**config.mk**
```make
export PLATFORM = sky130hd
export DESIGN_NAME = shift_reg_sequencer_flat
export DESIGN_NICKNAME = d
export VERILOG_FILES = /design/src/rtl/shift_reg_sequencer_if.sv /design/src/rtl/shift_reg_sequencer.sv /design/src/flat_wrapper.sv
export SDC_FILE = /design/constraint.sdc
export NUM_CORES = 1
export LEC_CHECK = 0
export BUFFER_PORTS_ARGS = -buffer_cell sky130_fd_sc_hd__buf_4
export CAP_MARGIN = 20
export CORE_MARGIN = 2
export CORE_UTILIZATION = 45
export CTS_BUF_LIST = sky130_fd_sc_hd__clkbuf_16
export CTS_CLUSTER_SIZE = 8
export DETAILED_ROUTE_END_ITERATION = 6
export PLACE_DENSITY = 0.68
export SETUP_SLACK_MARGIN = 0.3
export SKIP_LAST_GASP = 1
export SYNTH_ARGS = -nofsm -noshare
export SYNTH_HDL_FRONTEND = slang
export SYNTH_SLANG_ARGS = --single-unit
```
**constraint.sdc**
```tcl
create_clock -name clk -period 2.4 [get_ports clk]
set_clock_uncertainty 0.05 [all_clocks]
set_input_delay 0.36 -clock clk [delete_from_list [all_inputs] [get_ports clk]]
set_output_delay 0.36 -clock clk [all_outputs]
set_load 0.01 [all_outputs]
```
**src/rtl/shift_reg_sequencer_if.sv**
```systemverilog
`default_nettype none
// ============================================================================
// Module  : shift_reg_sequencer_if
// Brief   : Command handshake, register drive and result bundle for the
//           shift-register sequencer.
// Revision: 1.0  initial release
// ============================================================================
interface shift_reg_sequencer_if #(
    parameter int WIDTH = 4,
    parameter int CNT_W = 4
);
    logic             cmd_valid;
    logic             cmd_ready;
    logic [1:0]       cmd_op;
    logic             cmd_dir;
    logic [WIDTH-1:0] cmd_data;
    logic [CNT_W-1:0] cmd_count;
    logic             enb;
    logic             dir;
    logic             s_in;
    logic [1:0]       modo;
    logic [WIDTH-1:0] d;
    logic [WIDTH-1:0] q;
    logic             s_out;
    logic [WIDTH-1:0] result;
    logic [WIDTH-1:0] sout_bits;
    logic             done;

    modport slave (
        input  cmd_valid, cmd_op, cmd_dir, cmd_data, cmd_count, q, s_out,
        output cmd_ready, enb, dir, s_in, modo, d, result, sout_bits, done
    );

    modport master (
        output cmd_valid, cmd_op, cmd_dir, cmd_data, cmd_count, q, s_out,
        input  cmd_ready, enb, dir, s_in, modo, d, result, sout_bits, done
    );
endinterface
`default_nettype wire

```
**src/rtl/shift_reg_sequencer.sv**
```systemverilog
`default_nettype none
// ============================================================================
// Module  : shift_reg_sequencer
// Brief   : Turns one host command into the ENB/DIR/S_IN/MODO/D cycle sequence
//           for a 4-bit shift register and returns Q / serial-out with DONE.
// Revision: 1.0  initial release
// ============================================================================
module shift_reg_sequencer #(
    parameter int WIDTH = 4,
    parameter int CNT_W = 4
) (
    input  logic                  clk,
    input  logic                  rst_n,
    shift_reg_sequencer_if.slave  bus
);

    localparam logic [1:0] c_op_serial   = 2'b00;
    localparam logic [1:0] c_op_load_rot = 2'b11;
    localparam logic [1:0] c_modo_serial = 2'b00;
    localparam logic [1:0] c_modo_circ   = 2'b01;
    localparam logic [1:0] c_modo_load   = 2'b10;

    typedef enum logic [2:0] {
        S_IDLE    = 3'd0,
        S_LOAD    = 3'd1,
        S_SHIFT   = 3'd2,
        S_CAPTURE = 3'd3,
        S_DONE    = 3'd4
    } state_t;

    state_t           r_state,   w_state;
    logic             r_ready,   w_ready;
    logic             r_done,    w_done;
    logic             r_enb,     w_enb;
    logic             r_dir,     w_dir;
    logic             r_s_in,    w_s_in;
    logic [1:0]       r_modo,    w_modo;
    logic [WIDTH-1:0] r_d,       w_d;
    logic [WIDTH-1:0] r_result,  w_result;
    logic [WIDTH-1:0] r_sout,    w_sout;
    logic [1:0]       r_op,      w_op;
    logic             r_cmd_dir, w_cmd_dir;
    logic [CNT_W-1:0] r_cnt,     w_cnt;
    logic [WIDTH-1:0] r_pay,     w_pay;
    logic [CNT_W-1:0] r_k,       w_k;

    // Every output is a flop loaded with its next-cycle value, so the register
    // sees the control word for a LOAD/SHIFT cycle throughout that cycle.
    always_comb begin
        w_state   = r_state;
        w_ready   = 1'b0;
        w_done    = 1'b0;
        w_enb     = 1'b0;
        w_dir     = r_dir;
        w_s_in    = r_s_in;
        w_modo    = r_modo;
        w_d       = r_d;
        w_result  = r_result;
        w_sout    = r_sout;
        w_op      = r_op;
        w_cmd_dir = r_cmd_dir;
        w_cnt     = r_cnt;
        w_pay     = r_pay;
        w_k       = r_k;

        unique case (r_state)
            S_IDLE, S_DONE: begin
                if (bus.cmd_valid) begin
                    w_op      = bus.cmd_op;
                    w_cmd_dir = bus.cmd_dir;
                    w_cnt     = bus.cmd_count;
                    w_pay     = bus.cmd_data;
                    w_k       = '0;
                    if (bus.cmd_op == c_op_serial)
                        w_sout = '0;
                    if (bus.cmd_op[1]) begin
                        w_state = S_LOAD;
                        w_enb   = 1'b1;
                        w_modo  = c_modo_load;
                        w_d     = bus.cmd_data;
                    end else if (bus.cmd_count != '0) begin
                        w_state = S_SHIFT;
                        w_enb   = 1'b1;
                        w_dir   = bus.cmd_dir;
                        if (bus.cmd_op == c_op_serial) begin
                            w_modo = c_modo_serial;
                            w_s_in = bus.cmd_data[0];
                            w_pay  = bus.cmd_data >> 1;
                        end else begin
                            w_modo = c_modo_circ;
                        end
                    end else begin
                        w_state = S_CAPTURE;
                    end
                end else begin
                    w_state = S_IDLE;
                    w_ready = 1'b1;
                end
            end

            S_LOAD: begin
                if (r_op == c_op_load_rot && r_cnt != '0) begin
                    w_state = S_SHIFT;
                    w_enb   = 1'b1;
                    w_dir   = r_cmd_dir;
                    w_modo  = c_modo_circ;
                end else begin
                    w_state = S_CAPTURE;
                end
            end

            S_SHIFT: begin
                w_k   = r_k + 1'b1;
                w_cnt = (r_cnt == '0) ? '0 : r_cnt - 1'b1;
                if (r_op == c_op_serial) begin
                    for (int i = 0; i < WIDTH; i++) begin
                        if (r_k == CNT_W'(i))
                            w_sout[i] = bus.s_out;
                    end
                end
                if (r_cnt > CNT_W'(1)) begin
                    w_enb = 1'b1;
                    // Payload drains LSB first; zeros follow once it is empty.
                    if (r_op == c_op_serial) begin
                        w_s_in = r_pay[0];
                        w_pay  = r_pay >> 1;
                    end
                end else begin
                    w_state = S_CAPTURE;
                end
            end

            S_CAPTURE: begin
                w_result = bus.q;
                w_state  = S_DONE;
                w_done   = 1'b1;
                w_ready  = 1'b1;
            end

            default: begin
                w_state = S_IDLE;
                w_ready = 1'b1;
            end
        endcase
    end

    always_ff @(posedge clk or negedge rst_n) begin
        if (!rst_n) begin
            r_state   <= S_IDLE;
            r_ready   <= 1'b1;
            r_done    <= 1'b0;
            r_enb     <= 1'b0;
            r_dir     <= 1'b0;
            r_s_in    <= 1'b0;
            r_modo    <= 2'b00;
            r_d       <= '0;
            r_result  <= '0;
            r_sout    <= '0;
            r_op      <= 2'b00;
            r_cmd_dir <= 1'b0;
            r_cnt     <= '0;
            r_pay     <= '0;
            r_k       <= '0;
        end else begin
            r_state   <= w_state;
            r_ready   <= w_ready;
            r_done    <= w_done;
            r_enb     <= w_enb;
            r_dir     <= w_dir;
            r_s_in    <= w_s_in;
            r_modo    <= w_modo;
            r_d       <= w_d;
            r_result  <= w_result;
            r_sout    <= w_sout;
            r_op      <= w_op;
            r_cmd_dir <= w_cmd_dir;
            r_cnt     <= w_cnt;
            r_pay     <= w_pay;
            r_k       <= w_k;
        end
    end

    assign bus.cmd_ready = r_ready;
    assign bus.done      = r_done;
    assign bus.enb       = r_enb;
    assign bus.dir       = r_dir;
    assign bus.s_in      = r_s_in;
    assign bus.modo      = r_modo;
    assign bus.d         = r_d;
    assign bus.result    = r_result;
    assign bus.sout_bits = r_sout;

endmodule
`default_nettype wire
```
**src/flat_wrapper.sv**
```systemverilog
// flat-port wrapper written by rule: the top's interface ports become plain ports
module shift_reg_sequencer_flat 
#(
    parameter int WIDTH = 4,
    parameter int CNT_W = 4
)
  (clk, rst_n, bus_cmd_valid, bus_cmd_op, bus_cmd_dir, bus_cmd_data, bus_cmd_count, bus_q, bus_s_out, bus_cmd_ready, bus_enb, bus_dir, bus_s_in, bus_modo, bus_d, bus_result, bus_sout_bits, bus_done);
  shift_reg_sequencer_if #(.WIDTH(WIDTH), .CNT_W(CNT_W)) bus_i ();
  input  logic clk;
  input  logic rst_n;
  input wire logic [$bits(bus_i.cmd_valid)-1:0] bus_cmd_valid;
  input wire logic [$bits(bus_i.cmd_op)-1:0] bus_cmd_op;
  input wire logic [$bits(bus_i.cmd_dir)-1:0] bus_cmd_dir;
  input wire logic [$bits(bus_i.cmd_data)-1:0] bus_cmd_data;
  input wire logic [$bits(bus_i.cmd_count)-1:0] bus_cmd_count;
  input wire logic [$bits(bus_i.q)-1:0] bus_q;
  input wire logic [$bits(bus_i.s_out)-1:0] bus_s_out;
  output wire logic [$bits(bus_i.cmd_ready)-1:0] bus_cmd_ready;
  output wire logic [$bits(bus_i.enb)-1:0] bus_enb;
  output wire logic [$bits(bus_i.dir)-1:0] bus_dir;
  output wire logic [$bits(bus_i.s_in)-1:0] bus_s_in;
  output wire logic [$bits(bus_i.modo)-1:0] bus_modo;
  output wire logic [$bits(bus_i.d)-1:0] bus_d;
  output wire logic [$bits(bus_i.result)-1:0] bus_result;
  output wire logic [$bits(bus_i.sout_bits)-1:0] bus_sout_bits;
  output wire logic [$bits(bus_i.done)-1:0] bus_done;
  assign bus_i.cmd_valid = bus_cmd_valid;
  assign bus_i.cmd_op = bus_cmd_op;
  assign bus_i.cmd_dir = bus_cmd_dir;
  assign bus_i.cmd_data = bus_cmd_data;
  assign bus_i.cmd_count = bus_cmd_count;
  assign bus_i.q = bus_q;
  assign bus_i.s_out = bus_s_out;
  assign bus_cmd_ready = bus_i.cmd_ready;
  assign bus_enb = bus_i.enb;
  assign bus_dir = bus_i.dir;
  assign bus_s_in = bus_i.s_in;
  assign bus_modo = bus_i.modo;
  assign bus_d = bus_i.d;
  assign bus_result = bus_i.result;
  assign bus_sout_bits = bus_i.sout_bits;
  assign bus_done = bus_i.done;
  shift_reg_sequencer #(.WIDTH(WIDTH), .CNT_W(CNT_W)) u_core (.clk(clk), .rst_n(rst_n), .bus(bus_i));
endmodule
```
==> summary.log <==
INFO  logic_synthesis synthMuxAreaShare=9.04%
INFO  timing         maxClockFrequency=0.529GHz
INFO  logic_synthesis synthesis.yosys.warnings=0
INFO  clock_tree     cts_tree=done
INFO  run            timing.max_cap.violations=0
INFO  global_routing globalRouteMet3Util=5.91%
INFO  logic_synthesis post_synth_fa_ha_maj_area_fraction=2.80%
INFO  logic_synthesis number_of_enable_type_register_cells_in_the_synthesized_netlist=0
INFO  global_routing grt_first_pass_wirelength=6780um
INFO  detailed_routing initialDrtViolationCount=113
INFO  critical_path  delay_heaviest_family_cp=simple AND/OR/NAND/NOR gates
INFO  min_path       timing.hold.worst_endpoint=u_core.r_cmd_dir$_DFFE_PN0P_
INFO  global_routing grtUsageMet1=25.2%
INFO  detailed_routing num_vias=1465
INFO  power          cell_internal_pwr=1.89mW
INFO  placed_design  gpl.final_weighted_congestion=0.846
INFO  global_routing grt_max_degree=38
INFO  critical_path  worst_r2r_startpoint=u_core.r_cnt[0]$_DFFE_PN0P_
INFO  global_routing overall_fraction_of_global_route_tracks_in_use=20.6%
INFO  critical_path  timing.critical_path.cells=or4_1 -> and4_1 -> a21oi_2 -> mux2_1
INFO  critical_path  crit_buf_inv=0
INFO  min_path       min_delay_path_depth=3
INFO  final_layout   antenna_cell_count=0
INFO  detailed_routing via_per_inst=5.68
INFO  timing         max_slew_margin=64.4%
INFO  logic_synthesis synth_area_per_cell=10.6squm
INFO  logic_synthesis synthTopCellsByArea=sky130_fd_sc_hd__dfrtp_1, sky130_fd_sc_hd__mux2_2, sky130_fd_sc_hd__o21ai_0, sky130_fd_sc_hd__nand2_1, sky130_fd_sc_hd__mux2i_1
INFO  detailed_routing firstDrtPassIters=4
INFO  clock_tree     cts_made_buffers=5
INFO  critical_path  critical-path-max-stage-delay=0.55ns
INFO  power          vdd_drop_max=0.773mV
INFO  critical_path  reg2reg_to=u_core.bus.modo[0]$_DFFE_PN0P_
INFO  timing         grt_setup_unrepaired=no
INFO  power          seq_power_share=38.3%
INFO  timing         final_critical_period=1.89ns
INFO  timing         layout_setup_ws=0.509ns
INFO  logic_synthesis synth-xor-area-share=0%
INFO  global_routing overflow=0
INFO  logic_synthesis async_flop_share=100%
INFO  power          power_frac_clock=20.4%
INFO  clock_tree     path_clk_slew=0.05ns
INFO  final_layout   layout.core_utilization=60.3%
INFO  global_routing first_global_vias=1475
INFO  logic_synthesis synth.yosys.seq_area_share=51.9%
INFO  die            initial_core_util=47.7%
INFO  clock_tree     cts_root_buffer=sky130_fd_sc_hd__clkbuf_16
INFO  critical_path  timing.reg2reg.worst_path_depth=4
INFO  timing         slew_viol_final=0
INFO  critical_path  critical_path_class=reg2reg
INFO  logic_synthesis largest_family_of_logic_cells_by_synthesized_area=compound AO/OA/AOI/OAI gates
INFO  timing         fin_setup_tns=0ns
INFO  min_path       holdCritPathClass=in2reg
INFO  placed_design  place.port_buffers=37
INFO  logic_synthesis fraction_of_the_mapped_netlist_area_in_compound_gates=16.3%
INFO  final_layout   area_growth=26.5%
INFO  detailed_routing routedWlPerCell=15.7um
INFO  die            dieWidth=67.0um
INFO  min_path       holdCritStartpoint=bus_cmd_dir
INFO  die            coreArea=0.00374sqmm
INFO  power          leakage=1.06nW
INFO  power          combinationalPowerShare=41.3%
INFO  final_layout   final_net_count=232
INFO  critical_path  reg2reg_setup_slack=0.51ns
INFO  timing         setup-violations-final=0
INFO  critical_path  worst_ep_required_time=2.51ns
INFO  placed_design  pre_cts_ws=0.531ns
INFO  timing         timing_hold_violations_final=0
INFO  power          power.net_switching=1.11mW
INFO  clock_tree     ctsHtreeMaxLevel=2
INFO  power          power.share.switching=36.9%
INFO  final_layout   filler_cells_inserted=338
INFO  final_layout   post_route_cells_drive_above_1_share=30.0%
INFO  detailed_routing remaining_drc_errors=0
INFO  final_layout   layout.cells.most_common=sky130_fd_sc_hd__buf_4
INFO  die            floorplan.rows=22
INFO  timing         worstMarginPinSlew=0.532ns
INFO  status         outcome=finished, final reports clean
INFO  logic_synthesis synth.lib_cells_used.distinct=46
INFO  power          power_density=1330mW/mm^2
INFO  timing         hold-worst-slack=0.247ns
INFO  logic_synthesis netlist_area_pre_place=0.00179sqmm
INFO  global_routing antenna_found_initial=0
INFO  logic_synthesis synth_seq_cells=37
INFO  critical_path  crit_path_start_kind=flip-flop
INFO  clock_tree     tritoncts_num_sinks=37
INFO  placed_design  post-dp-hpwl=2980um
INFO  logic_synthesis synth_top_flop_cell=sky130_fd_sc_hd__dfrtp_1
INFO  logic_synthesis syn-num-nets=192
INFO  logic_synthesis synthCells=169
INFO  timing         final_critical_path_share_of_the_clock_period=78.8%
INFO  die            die_y=67.0um
INFO  detailed_routing postRouteWirelength=4060um
INFO  die            ioPinCount=38
INFO  final_layout   postLayoutCellArea=0.00226sqmm
INFO  final_layout   layout.cells.most_common_list=sky130_fd_sc_hd__buf_4, sky130_fd_sc_hd__dfrtp_1, sky130_fd_sc_hd__nand2_1
INFO  clock_tree     clockBufferDepth=2
INFO  logic_synthesis post-synth-top-area-cell=sky130_fd_sc_hd__dfrtp_1
INFO  critical_path  critical_path.endpoint_type=flip-flop
INFO  logic_synthesis share_of_synthesized_cell_area_in_and_or_nand_and_nor_gates=16.1%
INFO  critical_path  worstPathArrival=2.00ns
INFO  global_routing grt_util_met2=34.1%
INFO  logic_synthesis netlist.area_leader.share=50.5%
INFO  placed_design  place_area=0.00211sqmm
INFO  critical_path  crit_slowest_cell=sky130_fd_sc_hd__or4_1
INFO  critical_path  critical_path.max_fanout=5
INFO  clock_tree     clk-insertion-delay-late=0.28ns
INFO  die            fp.dieArea=0.00449sqmm
INFO  detailed_routing final_antenna_net_count=0
INFO  global_routing grt.busiest_layer=met2
INFO  clock_tree     cts_resized=0
## what timing repair did
item / in CTS / in global routing
buffers inserted: 0 / 0
hold buffers: 1 / 0
endpoints found under the hold margin: 3 / 0
setup endpoints to repair: 0 / 0
## routing by layer
metal,vias to the layer above,share of wire (%)
met5,-,0
met4,0,2.1
met3,10,6.3
met2,61,47
met1,702,45
li1,692,-
## cells in the mapped netlist, types with 4 or more instances
cell type                  instances
sky130_fd_sc_hd__nand2_1          21
sky130_fd_sc_hd__ha_1              4
sky130_fd_sc_hd__dfrtp_1          36
sky130_fd_sc_hd__o211ai_1          4
sky130_fd_sc_hd__mux2_2            8
sky130_fd_sc_hd__o21ai_0          16
sky130_fd_sc_hd__clkbuf_1          5
sky130_fd_sc_hd__inv_1             5
sky130_fd_sc_hd__buf_2             4
sky130_fd_sc_hd__mux2i_1           6
sky130_fd_sc_hd__nor2_1            6
sky130_fd_sc_hd__a21oi_1           8
## final cells by class
class                           count  area (sq um)  area share [%]
Clock buffer                        5           125            5.54
Clock inverter                      3          12.5           0.554
Inverter                            5          18.8           0.831
Tap cell                           48          60.1            2.66
Timing Repair Buffer               43           325            14.4
Multi-Input combinational cell    117           790            35.0
Sequential cell                    37           927            41.1
## power groups by stage
stage               sequential [mW]  clock [mW]  combinational, mW
floorplan                      1.14           0              0.749
global placement               1.13           0               1.21
detailed placement             1.15           0               1.25
CTS                            1.14       0.626               1.25
global route                   1.18       0.646               1.39
finish                         1.15       0.611               1.24
## state kept, by name, indices dropped and copies added (netlist names)
name	flops
u_core.bus.enb	1
u_core.r_k	4
u_core.bus.cmd_ready	1
u_core.bus.sout_bits	4
u_core.r_state	3
u_core.bus.d	4
u_core.bus.dir	1
u_core.r_pay	4
u_core.bus.result	4
u_core.r_cmd_dir	1
u_core.bus.done	1
u_core.bus.s_in	1
u_core.bus.modo	2
u_core.r_op	2
u_core.r_cnt	4
## cell families (layout without fill, tap and decap cells)
group,count (synthesis),in the layout
AOI/OAI and AO/OA,45,45
adders and majority gates,4,4
buffers and inverters,15,56
DFF,37,37
muxes,15,15
and+or+nand+nor,53,53
## stage by stage
step,power (mW),cells
after floorplan,1.89,169
after detailed placement,2.39,249
after global placement,2.33,249
final,3.00,258
after global routing,3.22,258
after CTS,3.02,258
## worst min-delay path: stages
cell                      delay (ns)
sky130_fd_sc_hd__buf_4          0.09
sky130_fd_sc_hd__nand2_1        0.04
sky130_fd_sc_hd__nand2_1        0.05
## how the worst max path moves through the flow
stage | start | endpoint | cells past startpoint
3_3_place_gp | u_core.r_cnt[0]$_DFFE_PN0P_ | u_core.bus.modo[0]$_DFFE_PN0P_ | 4
3_5_place_dp | u_core.r_state[0]$_DFFE_PN0P_ | u_core.r_cnt[3]$_DFFE_PN0P_ | 4
5_1_grt | u_core.r_state[1]$_DFFE_PN0P_ | u_core.r_cnt[3]$_DFFE_PN0P_ | 4
4_1_cts | u_core.r_cnt[0]$_DFFE_PN0P_ | u_core.bus.modo[0]$_DFFE_PN0P_ | 4
2_1_floorplan | u_core.r_state[0]$_DFFE_PN0P_ | u_core.bus.dir$_DFFE_PN0P_ | 6
6_report | u_core.r_cnt[0]$_DFFE_PN0P_ | u_core.bus.modo[0]$_DFFE_PN0P_ | 4
Power figures use the tool's default switching activity.
